==> src/rtl/operand_digit_serializer_pkg.sv <==
// Shared definitions for the operand digit serializer.
// State encoding and digit-count helpers.
package operand_digit_serializer_pkg;

  typedef enum logic [1:0] {
    IDLE  = 2'd0,
    SHIFT = 2'd1,
    DONE  = 2'd2
  } ser_state_e;

  localparam int unsigned DEF_WIDTH   = 1024;
  localparam int unsigned DEF_DIGIT_W = 2;
  localparam int unsigned NUM_DIGITS  =
    DEF_WIDTH / DEF_DIGIT_W;

  function automatic int unsigned num_digits(
    input int unsigned width,
    input int unsigned digit_w
  );
    return width / digit_w;
  endfunction

  function automatic int unsigned cnt_bits(
    input int unsigned n
  );
    return (n > 1) ? $clog2(n) : 1;
  endfunction

endpackage

==> src/rtl/operand_digit_serializer.sv <==
// Operand digit serializer: emits a wide operand
// LSB-first, DIGIT_W bits per valid/ready handshake.
module operand_digit_serializer
  import operand_digit_serializer_pkg::*;
#(
  parameter int unsigned WIDTH   = DEF_WIDTH,
  parameter int unsigned DIGIT_W = DEF_DIGIT_W
) (
  input  logic               clk,
  input  logic               rst,
  input  logic               load,
  input  logic [WIDTH-1:0]   in_number,
  output logic [DIGIT_W-1:0] digit_out,
  output logic               digit_valid,
  input  logic               digit_ready,
  output logic               digit_last,
  output logic               busy,
  output logic               done
);

  localparam int unsigned ND = num_digits(WIDTH, DIGIT_W);
  localparam int unsigned CW = cnt_bits(ND);
  localparam logic [CW-1:0] LAST_CNT = CW'(ND - 1);

  ser_state_e        state_q;
  ser_state_e        state_d;
  logic [WIDTH-1:0]  operand_q;
  logic [CW-1:0]     cnt_q;
  logic              hs;
  logic              is_last;

  assign hs      = (state_q == SHIFT) && digit_ready;
  assign is_last = (cnt_q == LAST_CNT);

  // Next-state: load only from IDLE, finish on last accept.
  always_comb begin
    state_d = state_q;
    unique case (state_q)
      IDLE:    if (load) state_d = SHIFT;
      SHIFT:   if (hs && is_last) state_d = DONE;
      DONE:    state_d = IDLE;
      default: state_d = IDLE;
    endcase
  end

  // State register.
  always_ff @(posedge clk) begin
    if (rst) state_q <= IDLE;
    else     state_q <= state_d;
  end

  // Operand shifter and digit counter; counter parks
  // on the terminal count so it never wraps.
  always_ff @(posedge clk) begin
    if (rst) begin
      operand_q <= '0;
      cnt_q     <= '0;
    end else if (state_q == IDLE && load) begin
      operand_q <= in_number;
      cnt_q     <= '0;
    end else if (hs) begin
      operand_q <= operand_q >> DIGIT_W;
      if (!is_last) cnt_q <= cnt_q + CW'(1);
    end
  end

  assign digit_out   = operand_q[DIGIT_W-1:0];
  assign digit_valid = (state_q == SHIFT);
  assign busy        = (state_q == SHIFT);
  assign done        = (state_q == DONE);
  assign digit_last  = (state_q == SHIFT) && is_last;

endmodule

==> config.mk <==
export PLATFORM = sky130hd
export DESIGN_NAME = operand_digit_serializer
export DESIGN_NICKNAME = d
export VERILOG_FILES = /design/src/rtl/operand_digit_serializer_pkg.sv /design/src/rtl/operand_digit_serializer.sv
export SDC_FILE = /design/constraint.sdc
export NUM_CORES = 2
export LEC_CHECK = 0
export ABC_AREA = 0
export CORE_AREA = 2 2 405 407
export CTS_CLUSTER_SIZE = 8
export DETAILED_ROUTE_END_ITERATION = 8
export DIE_AREA = 0 0 407 409
export PLACE_DENSITY = 0.63
export SLEW_MARGIN = 5
export SYNTH_ARGS = -nofsm -noshare
export SYNTH_HDL_FRONTEND = slang
export SYNTH_SLANG_ARGS = --single-unit
==> constraint.sdc <==
create_clock -name clk -period 4 [get_ports clk]
set_input_delay 1.2 -clock clk [delete_from_list [all_inputs] [get_ports clk]]
set_output_delay 1.2 -clock clk [all_outputs]
set_load 0.03 [all_outputs]
==> results.txt <==
status -> complete, no violations
# H-tree levels -> 4
max-slew violations -> 0
area grow syn2layout -> 31.6%
DIE WIDTH -> 407 um
global route overflow -> 0
# nets final -> 7556
crit path launch -> cnt_q[0]$_SDFFE_PP0P_
RR Startpoint -> state_q[1]$_SDFFE_PP0P_
final WL -> 193 mm
Max Root-Sink Buffers -> 3
most frequent cell on the critical path -> ha_1
pin count of the biggest net entering global routing -> 196
crit path capture type -> output pin
share of cells above drive strength 1 -> 0.0512
fmax -> 269 MHz
pwr dens -> 431 mW/mm^2
commonest non-fill, non-tap cell in the layout -> dfxtp_1
post-DP HPWL -> 125 mm
# setup viols final -> 0
max_cap viols -> 0
most frequent cells in the layout -> dfxtp_1 (1034), a21oi_1 (1032), clkdlybuf4s50_1 (1030)
Filler Cell Count -> 15.9k
Cell variety after synth -> 30
CTS tree -> built
Hold Crit Class -> flop to flop
Ys Warns -> 0
Avg WL per Cell -> 21.9 um
vias after detailed routing -> 49.6k
Post-Syn Area per Cell -> 8.35 um^2
DRT iter0 DRCs -> 5791
area of the mapped netlist -> 0.0500 mm^2
Port Buffers -> 1033
Seq cells post-synth -> 1035
Hold Startpoint -> cnt_q[8]$_SDFFE_PP0P_
sequential element share of the synthesized area -> 0.415
P_leak -> 21.5 nW
CP max stage cell -> dlygate4sd2_1
Worst path max stage delay -> 0.44 ns
antenna-violating nets left -> 0
total CTS buffers -> 148
global-route wire length before repair -> 286 mm
Fin. Hold Viols -> 0
cts hold-fix bufs -> 0
initial antenna violation count -> 83
Worst-Skew Late Latency -> 0.77 ns
Slew HR -> 0.241
unrepaired setup endpoints after global routing -> no
CP arrival -> 2.52 ns
DIE AREA -> 0.166 mm^2
die height -> 409 um
final worst slack -> 0.283 ns
CP bufs+invs -> 1
Worst Max-Slew Pin Slew -> 1.14 ns
FP Rows -> 148
Placer Congestion -> 0.866
number of clock sinks -> 1035
routed vias/inst -> 5.64
CP Max Fanout -> 4
Post-Syn Nets -> 7014
Final Total Pwr -> 0.0283 W
final setup skew -> 0.0346 ns
Crit path max-delay family -> simple AND/OR/NAND/NOR gates
crit start category -> flop
Total GRT Usage -> 0.217
peak supply drop -> 0.402 mV
Tcrit/Tclk final -> 0.929
DR DRC count -> 0
Root Driver -> clkbuf_16
IO Count -> 1034
Mapped Cells -> 5984
CORE AREA -> 0.162 mm^2
vias in the first global route -> 46.3k
minimum clock period -> 3.72 ns
worst-path cell chain -> ha_1 > nand3_1 > nor2_1 > ha_1 > and2_1 > dlygate4sd2_1
critical path class -> flop to output pin
initial core utilization -> 0.308
setup TNS -> 0 ns
DRT Pass-1 Iters -> 6
CP required -> 2.80 ns
Worst-path clk slew -> 0.05 ns
DP Worst Slack -> 0.425 ns
layout make-up:
cell class                 count  area (um^2)  share of cell area
inverter                       4         22.5            0.000343
timing repair buffer        1194        12200               0.185
sequential                  1035        20700               0.315
multi-input combinational   4143        25900               0.395
clock buffer                 157         3790              0.0576
clock inverter                13          226             0.00344
antenna                       66          165             0.00251
tap                         2175         2720              0.0414
registers in the layout, summed over array words and instances, names as in the netlist:
| name | flops |
|---|---|
| operand_q | 1024 |
| cnt_q | 9 |
| state_q | 2 |
worst paths after layout:
kind	to	slack (ns)	depth (start not counted)
max reg2reg	operand_q[408]$_SDFFE_PP0P_	1.16	5
min	cnt_q[8]$_SDFFE_PP0P_	0.46	2
min reg2reg	cnt_q[8]$_SDFFE_PP0P_	0.46	2
max	digit_last	0.28	6
synthesized netlist by cell type:
| master | n | area share |
|---|---|---|
| dfxtp_1 | 1035 | 0.41 |
| a21oi_1 | 1032 | 0.10 |
| o21ai_0 | 1026 | 0.10 |
| a211oi_1 | 1023 | 0.15 |
| nand3b_1 | 1022 | 0.15 |
| clkbuf_1 | 576 | 0.043 |
| buf_2 | 127 | 0.013 |
| clkbuf_2 | 40 | 0.0040 |
| buf_1 | 34 | 0.0026 |
| buf_4 | 25 | 0.0038 |
| nand2_1 | 10 | 0.00075 |
| inv_1 | 4 | 0.00030 |
| o31ai_1 | 4 | 0.00060 |
| or4_1 | 4 | 0.00060 |
| nand3_1 | 3 | 0.00030 |
| nor2_1 | 3 | 0.00023 |
| ha_1 | 2 | 0.00050 |
| or3_1 | 2 | 0.00025 |
| and2_1 | 1 | 0.00013 |
| and3_1 | 1 | 0.00013 |
| and4bb_2 | 1 | 0.00025 |
| mux2_4 | 1 | 0.00030 |
| mux2i_1 | 1 | 0.00020 |
| nand2b_1 | 1 | 0.00013 |
| nand4_1 | 1 | 0.00013 |
| nand4bb_1 | 1 | 0.00023 |
| nor2b_1 | 1 | 0.00013 |
| nor3b_1 | 1 | 0.00015 |
| o21ai_2 | 1 | 0.00018 |
| xnor2_1 | 1 | 0.00018 |
through the flow:
stage	area (um^2)	util	hold WS, ns	std cells
6_report	65800	0.406	0.460	8787
5_1_grt	65700	0.406	0.478	8777
4_1_cts	65600	0.405	0.459	8721
3_5_place_dp	61600	0.380	0.452	8551
3_3_place_gp	61600	0.380	0.446	8551
2_1_floorplan	50000	-	0.441	5984
cells by family (layout without fill, tap and decap cells):
kind of cell | Yosys count | count (layout) | synth area share
AND/OR/NAND/NOR | 1052 | 1052 | 0.157
adder cells (fa/ha/maj) | 2 | 2 | 0.000501
buffers and inverters | 806 | 1368 | 0.0666
flip-flops | 1035 | 1035 | 0.415
AO/OA/AOI/OAI | 3086 | 3086 | 0.361
other | 0 | 66 | 0
XOR/XNOR | 1 | 1 | 0.000175
multiplexers | 2 | 2 | 0.000501
routing by layer:
metal	global-route usage	up-vias	routed length (um)	share of wire
li1	-	23699	-	-
met1	0.286	23690	82800	0.43
met2	0.343	1845	91100	0.47
met3	0.0405	316	12700	0.066
met4	0.0946	24	5820	0.030
met5	0	-	173	0.00090
worst min-delay path, stage by stage (launching register included):
cell     delay [ns]
dfxtp_1        0.31
nand2_1        0.05
a21oi_1        0.05
repair_timing:
action | CTS | global route
endpoints found under the setup margin | 3 | 0
hold endpoints to repair | 0 | 0
setup buffers | 0 | 0
gates resized for setup | 3 | 0
power breakdown:
part           internal, W  switching, W  leakage, nW
clock              0.00668       0.00478         1.97
combinational      0.00250       0.00248         10.9
sequential          0.0114      0.000506         8.60
total               0.0206       0.00776         21.5
Note: power is estimated with default switching activity, not from simulation.
